[config.mk]
export PLATFORM = sky130hd
export DESIGN_NAME = dcache_write_buffer
export DESIGN_NICKNAME = d
export VERILOG_FILES = /design/src/rtl/dcache_write_buffer.sv
export SDC_FILE = /design/constraint.sdc
export NUM_CORES = 1
export LEC_CHECK = 0
export ABC_CLOCK_PERIOD_IN_PS = 12600
export BUFFER_PORTS_ARGS = -buffer_cell sky130_fd_sc_hd__buf_2
export CAP_MARGIN = 20
export CORE_MARGIN = 5
export CORE_UTILIZATION = 25
export CTS_CLUSTER_SIZE = 28
export DETAILED_ROUTE_END_ITERATION = 16
export GPL_TIMING_DRIVEN = 0
export SLEW_MARGIN = 10
export SYNTH_ARGS = -nofsm -noshare
export SYNTH_HDL_FRONTEND = slang
export SYNTH_SLANG_ARGS = --single-unit
[constraint.sdc]
create_clock -name CLK -period 12.6 [get_ports CLK]
set_input_delay 0.63 -clock CLK [delete_from_list [all_inputs] [get_ports CLK]]
set_output_delay 0.63 -clock CLK [all_outputs]
set_load 0.01 [all_outputs]
[src/rtl/dcache_write_buffer.sv]
// dcache_write_buffer: block-granular write-back FIFO between the dcache and memory.
// Define WB_COALESCE_EN to merge pushes into already-buffered, non-draining blocks.
module dcache_write_buffer #(
    parameter int DEPTH = 4,
    parameter int CPUID = 0
) (
    input  logic                       CLK,
    input  logic                       RST,
    input  logic                       push_valid,
    output logic                       push_ready,
    input  logic [31:0]                push_addr,
    input  logic [31:0]                push_data0,
    input  logic [31:0]                push_data1,
    output logic                       mem_wen,
    output logic [31:0]                mem_addr,
    output logic [31:0]                mem_store,
    input  logic                       mem_wait,
    input  logic [31:0]                lookup_addr,
    output logic                       lookup_hit,
    output logic [31:0]                lookup_data,
    output logic                       buffer_empty,
    output logic [$clog2(DEPTH+1)-1:0] count
);
    localparam int PW = $clog2(DEPTH);
    localparam int CW = $clog2(DEPTH + 1);
    localparam logic [CW-1:0] FULL = CW'(DEPTH);

    if ((DEPTH < 2) || ((DEPTH & (DEPTH - 1)) != 0) || (CPUID < 0)) begin : g_bad_params
    end

    typedef enum logic [1:0] {IDLE, W0, W1} state_t;
    state_t state, state_nx;

    logic [28:0]      ent_blk   [DEPTH];
    logic [31:0]      ent_d0    [DEPTH];
    logic [31:0]      ent_d1    [DEPTH];
    logic [DEPTH-1:0] ent_valid;
    logic [PW-1:0]    head, tail;
    logic [PW-1:0]    look_idx;
    logic             push_fire, alloc, retire, coal_hit;
    logic             unused_addr_bits;

    assign unused_addr_bits = ^{push_addr[2:0], lookup_addr[1:0]};

`ifdef WB_COALESCE_EN
    logic [PW-1:0] coal_idx;

    // The head is off limits once its words start going out, so a drained block never changes mid-write.
    always_comb begin
        coal_hit = 1'b0;
        coal_idx = '0;
        for (int i = 0; i < DEPTH; i++) begin
            if (ent_valid[i] && (ent_blk[i] == push_addr[31:3]) &&
                !((PW'(i) == head) && (state != IDLE))) begin
                coal_hit = 1'b1;
                coal_idx = PW'(i);
            end
        end
    end
`else
    assign coal_hit = 1'b0;
`endif

    assign push_ready   = (count != FULL) || coal_hit;
    assign push_fire    = push_valid & push_ready;
    assign alloc        = push_fire & ~coal_hit;
    assign retire       = (state == W1) & ~mem_wait;
    assign buffer_empty = (count == '0) && (state == IDLE);

    always_ff @(posedge CLK) begin
        if (RST) begin
            head      <= '0;
            tail      <= '0;
            count     <= '0;
            ent_valid <= '0;
        end else begin
            if (retire) begin
                ent_valid[head] <= 1'b0;
                head            <= head + 1'b1;
            end
            if (alloc) begin
                ent_valid[tail] <= 1'b1;
                tail            <= tail + 1'b1;
            end
            count <= count + CW'(alloc) - CW'(retire);
        end
    end

    // Entry payload is never cleared; the valid bit alone decides visibility.
    always_ff @(posedge CLK) begin
        if (alloc) begin
            ent_blk[tail] <= push_addr[31:3];
            ent_d0[tail]  <= push_data0;
            ent_d1[tail]  <= push_data1;
        end
`ifdef WB_COALESCE_EN
        else if (push_fire) begin
            ent_d0[coal_idx] <= push_data0;
            ent_d1[coal_idx] <= push_data1;
        end
`endif
    end

    always_ff @(posedge CLK) begin
        if (RST) state <= IDLE;
        else     state <= state_nx;
    end

    always_comb begin
        state_nx  = state;
        mem_wen   = 1'b0;
        mem_addr  = '0;
        mem_store = '0;
        case (state)
            IDLE: if (count != '0) state_nx = W0;
            W0: begin
                mem_wen   = 1'b1;
                mem_addr  = {ent_blk[head], 3'b000};
                mem_store = ent_d0[head];
                if (!mem_wait) state_nx = W1;
            end
            W1: begin
                mem_wen   = 1'b1;
                mem_addr  = {ent_blk[head], 3'b100};
                mem_store = ent_d1[head];
                if (!mem_wait) state_nx = IDLE;
            end
            default: state_nx = IDLE;
        endcase
    end

    // Valid entries are contiguous from head, so scanning oldest-to-youngest lets the youngest win.
    always_comb begin
        lookup_hit  = 1'b0;
        lookup_data = 32'hBAD1BAD1;
        look_idx    = '0;
        for (int k = 0; k < DEPTH; k++) begin
            look_idx = head + PW'(k);
            if (ent_valid[look_idx] && (ent_blk[look_idx] == lookup_addr[31:3])) begin
                lookup_hit  = 1'b1;
                lookup_data = lookup_addr[2] ? ent_d1[look_idx] : ent_d0[look_idx];
            end
        end
    end
endmodule

# ---- Word level (Yosys, flattened, before mapping)
# Memory sizes are Yosys's and may differ from the RTL's. A register that Yosys moved wholly into a read port is not among the register bits.
# Index checks and enable logic that the tools add are counted.
dict set report op_classes {
  addsub 6
  order_cmp 7
  n_eq_ne 10
  n_mux 42
  bitwise 6
  reduce_logical 12
}
# cell n
set ops {}
lappend ops {{two-way mux 32 bit} 8}
lappend ops {{case mux 32 bit (2 select lines)} 2}
lappend ops {{equality test 29 bit} 4}
lappend ops {{two-way mux 2 bit} 9}
lappend ops {{< comparator 2 x 3 -> 1 bit (second input constant)} 5}
lappend ops {{two-way mux 1 bit} 13}
lappend ops {{two-way mux 4 bit} 3}
lappend ops {{binary-select mux 1 bit (select 2 bit)} 4}
lappend ops {{logical AND 1 bit} 7}
lappend ops {{case mux 2 bit (3 select lines)} 1}
lappend ops {{adder 2 x 1 -> 2 bit (second input constant)} 2}
lappend ops {{adder 2 bit (second input constant)} 2}
lappend ops {{AND 4 bit} 1}
lappend ops {{demux 1 bit (select 2 bit)} 2}
lappend ops {{>= comparator 2 x 1 -> 1 bit (second input constant)} 2}
lappend ops {{inequality test 2 bit (second input constant)} 2}
lappend ops {{NOT 4 bit} 1}
lappend ops {{OR 4 bit} 1}
lappend ops {{adder 3 x 1 -> 3 bit} 1}
lappend ops {{logical NOT 3 bit} 1}
lappend ops {{inequality test 3 bit (second input constant)} 1}
lappend ops {{AND reduction 3 bit} 1}
lappend ops {{nonzero test 3 bit} 1}
lappend ops {{subtractor 3 x 1 -> 3 bit} 1}
lappend ops {{7 further kinds} 8}
dict set report word_totals {
  register_bits 13
  ramBits 372
  inputBits 132
  out_inout_bits 103
  mem_count 3
}
# name depth word_bits read_ports rd_ports_with_merged_regs wr line
set memory_table {}
lappend memory_table {ent_d0 4 32 4 1 1 35} ;# logic [31:0] ent_d0 [DEPTH];
lappend memory_table {ent_d1 4 32 4 1 1 36} ;# logic [31:0] ent_d1 [DEPTH];
lappend memory_table {ent_blk 4 29 4 1 1 34} ;# logic [28:0] ent_blk [DEPTH];

# ---- Longest topological paths before layout
dict set report logic_depth {
  word_depth 10
  ltp_mapped 20
  depth_no_buf 12
}

# ---- Least setup slack after synthesis
# OpenSTA, ideal clock, no wires.
dict set report synth_path {
  path_kind {flip-flop to output port}
  startpoint {register head[0]}
  endpoint {output port lookup_data[26]}
  arrival_ns 3.912
  t_required_ns 11.970
  slack_ns 8.058
  path_stages_with_launch 18
  path_cell_list {dfxtp_1 -> buf_6 -> buf_6 -> buf_6 -> buf_4 -> inv_1 -> ha_1 -> buf_4 -> buf_6 -> mux4_2 -> xnor2_1 -> nand4_1 -> or4_1 -> buf_2 -> a2bb2oi_2 -> buf_4 -> a2111oi_2 -> o31a_1}
}
dict set report synth_between {
  elab_cells_between_ends 28
  cone_classes {add/sub: 3; eq/ne: 3; mux: 15; reduce/logical: 4; memory: 3}
}
# item line
set synth_lines {}
lappend synth_lines {{start: declaration} 38} ;# logic [PW-1:0] head, tail;
lappend synth_lines {{start signal: assignment} 79} ;# head <= head + 1'b1;
lappend synth_lines {{adder 2 bit *} 138} ;# look_idx = head + PW'(k);
lappend synth_lines {{net look_idx[0]} 39} ;# logic [PW-1:0] look_idx;
lappend synth_lines {{memory (4 x 29 bit) or binary-select mux 1 bit (select 2 bit) (tied branches)} -}
lappend synth_lines {{equality test 29 bit or two-way mux 1 bit (tied branches)} 139} ;# if (ent_valid[look_idx] && (ent_blk[look_idx] == lookup_addr[31:3])) begin
lappend synth_lines {{logical AND 1 bit} 139}
lappend synth_lines {{two-way mux 32 bit *} 139}
lappend synth_lines {{end: declaration} 20} ;# output logic [31:0] lookup_data,
# Mark *: on every way through the listed nets, which the timed path passes. The rest lies on a longest branch. The select of a mux whose other input is x is not followed.

# ---- Worst setup path after layout
dict set report layout_path {
  startpoint {register head[1]}
  endpoint {output port lookup_data[0]}
}
dict set report layout_between {
  elab_chain_cells 7
  elab_cells_between_ends 28
  cone_classes {add/sub: 3; eq/ne: 3; mux: 15; reduce/logical: 4; memory: 3}
}
# item line
set layout_lines {}
lappend layout_lines {{adder 2 x 1 -> 2 bit or binary-select mux 1 bit (select 2 bit) (tied branches)} {138, 139}}
lappend layout_lines {{memory (4 x 29 bit), or another cell as far along} -}
lappend layout_lines {{equality test 29 bit, or another cell as far along} 139}
lappend layout_lines {{logical AND 1 bit or two-way mux 32 bit (tied branches)} 139}
lappend layout_lines {{two-way mux 32 bit (2 in series)} 139}
lappend layout_lines {{two-way mux 32 bit *} 139}
# Every way passes the cells marked *; elsewhere a longest branch is shown, timed or not. The select of a mux whose other input is x is not followed.

==> run summary <==
crit-path max cell delay: 810 ps
per-cell routed wire length: 30.3 um
Crit path arrival time: 7110 ps
setup TNS: 0 ps
multiplexer share of the synthesized area: 32.4%
global-route usage over all layers: 18.0%
crit end category: output port
CP Cell Sequence: buf_1 > inv_1 > ha_1 > buf_4 > buf_6 > buf_2 > buf_2 > buf_2 > buf_2 > a211oi_1 > o22ai_1 > nor4_1 > and3_1 > buf_4 > buf_2 > o31ai_1 > buf_2
placed cell area: 0.0273 mm^2
via count: 18.0k
initial antenna violation count: 28
first-pass GRT wire length: 136,000 um
fillers: 9,695
Cell variety after synth: 64
Min-Delay Path Class: input port to flip-flop
DRT iter0 DRCs: 2,187
Lkg Pwr: 9.05 nW
largest net degree at the start of global routing: 44
crit path kind: flip-flop to output port
drt via density: 5.59
Worst EP required: 11,970 ps
Worst-Margin Slew: 1060 ps
P_int: 2.82 mW
die area: 0.104 mm^2
CTS tree: built
CP max stage cell: o31ai_1
Buffers on Ports: 210
Comb power frac: 31.5%
minimum clock period: 7740 ps
share of layout cells above drive strength 1: 35.2%
Starting Density: 25.2%
drt drc: 0
final hold vios: 0
Post-Synth Adder-Cell Area: 0.800%
max frequency: 129 MHz
Yosys reg bits: 387
nets@finish: 2,046
largest family of logic cells by synthesized area: multiplexers
Switch Pwr: 1.43 mW
worst skew pair latency: 610 ps
Hold Crit Depth: 1
maximum VDD drop: 0.110 mV
CTS Buf Count: 44
unrepaired setup endpoints after global routing: false
row count: 114
fin util: 29.7%
Clk Tree Root Cell: clkbuf_16
Clock Sinks: 387
Clk pin slew, worst setup/hold paths: 70 ps
number of setup buffers added after CTS: 0
vias in the first global route: 18.1k
Syn. warnings: 0
Synth Area in XOR/XNOR: 3.59%
Syn Inst Count: 1,631
Final ANT Viol Nets: 0
IO Pins: 235
Slew headroom: 29.0%
Post-synth EDFFs: 372
power density over the cells: 148 mW/mm^2
die extent in y: 322 um
Overflow after GRT: 0
Post-Synth Simple-Gate Area: 5.40%
synthesized cell area: 0.0244 mm^2
DRT Pass-1 Iters: 5
Final setup viols: 0
syn avg cell area: 15.0 um^2
Worst R2R Path Depth: 12
total power: 4.25 mW
crit start category: flip-flop
routed wire length: 97,600 um
worst hold margin: 228 ps
Crit Path Max Fanout: 10
Die X: 322 um
fraction of registers with async set/reset: 0%
max cap viols: 0
switching share of power: 33.6%
Longest Clk Path Bufs: 3
synth-to-layout area growth: 17.7%
Finished Cell Area: 0.0287 mm^2
hpwl dp: 71,600 um
H-tree depth: 2
complex-gate fraction of the synthesized area: 7.27%
Placer Congestion: 0.948
post-cts hold buffer count: 0
sequential area share after synthesis: 47.0%
sequential power share: 39.3%
Slew Viols, Final: 0
fin crit share: 61.4%
core area: 0.0969 mm^2
crit-path most repeated cell: buf_2
# resized after CTS: 0
Top FF cell, synth: edfxtp_1
Clock Skew: 45.7 ps
run status: finished, final reports clean
clock group share of total power: 29.2%
## stage by stage
step                      cells  worst slack (ps)
after floorplan            1632              8060
after global placement     3118              5490
after detailed placement   3128              5580
after CTS                  3209              4960
after global routing       3214              4770
final                      3225              4860
## power by group through the flow
stage / registers [mW] / clock network, mW / logic (mW)
4_1_cts: 1.67 / 1.27 / 1.34
5_1_grt: 1.68 / 1.32 / 1.41
2_1_floorplan: 1.67 / 0 / 0.848
3_5_place_dp: 1.69 / 0 / 1.33
6_report: 1.67 / 1.24 / 1.34
3_3_place_gp: 1.71 / 0 / 1.29
## layout make-up
class | instances | area, um^2 | share of cell area [%]
antenna | 15 | 37.5 | 0.131
buffer | 155 | 786 | 2.73
clock buffer | 51 | 1160 | 4.03
clock inverter | 30 | 223 | 0.775
inverter | 19 | 71.3 | 0.248
multi-input combinational | 1071 | 12100 | 42.1
sequential | 387 | 11500 | 39.9
tap | 1276 | 1600 | 5.56
timing repair buffer | 221 | 1290 | 4.48
## critical path, delay by kind of cell, from the launching register on
kind                       cells  cell delay (ps)
AOI/OAI and AO/OA              3             1140
adders and majority gates      1              480
buffers and inverters         11             3950
DFF                            1              560
and+or+nand+nor                2              350
## sequential cells by signal, indices dropped and copies added (netlist names), named ones only
name,count
head,2
count,3
ent_d1,128
ent_blk,116
ent_valid,4
ent_d0,128
state,2
tail,2
## worst paths after layout
path | startpoint | slack, ps | endpoint
min | push_data1[9] | 230 | ent_d1[1][9]
max reg2reg | head[1] | 7440 | head[1]
max | head[1] | 4860 | lookup_data[0]
min reg2reg | state[1] | 550 | state[1]
## cells in the mapped netlist, types with 25 or more instances
master | instances | area (um^2)
mux2i_1 | 161 | 1610
buf_2 | 37 | 185
clkbuf_1 | 75 | 282
nor2b_1 | 74 | 463
mux2_2 | 46 | 518
a22oi_1 | 39 | 293
nor2_1 | 53 | 199
xor2_1 | 26 | 228
edfxtp_1 | 372 | 11200
nand2_1 | 49 | 184
o21ai_0 | 25 | 125
mux4_2 | 255 | 5740
a211oi_1 | 41 | 308
xnor2_1 | 74 | 648
a21oi_1 | 30 | 150
## kinds of logic after synthesis
kind of cell             after synthesis
buffers and inverters                174
flip-flops                           387
multiplexers                         465
AND/OR/NAND/NOR                      253
AO/OA/AOI/OAI                        236
other                                  1
adder cells (fa/ha/maj)               15
XOR/XNOR                             100
## layer usage
metal  vias to the layer above  track usage (%)  wire length, um
li1                       7261                -                -
met1                      9317             23.4            37500
met2                      1245             30.0            46800
met3                       206             4.54            10200
met4                         6             5.19             3100
met5                         -                0               42
## placed cells by master, fill, tap and decap left out, drive strengths merged, types with 15 or more instances in the layout
cell type,synthesis,layout
a211oi,41,41
clkinv,0,24
mux4,255,255
mux2,46,46
edfxtp,372,372
dfxtp,15,15
a22oi,39,39
nand3,24,24
buf,80,301
nand2,49,49
xnor2,74,74
diode,0,15
mux2i,164,164
o31ai,18,18
clkbuf,75,126
inv,19,21
a2111oi,21,21
nor2b,74,74
xor2,26,26
nor2,53,53
o21ai,26,26
a21oi,30,30
Power figures use the tool's default switching activity.
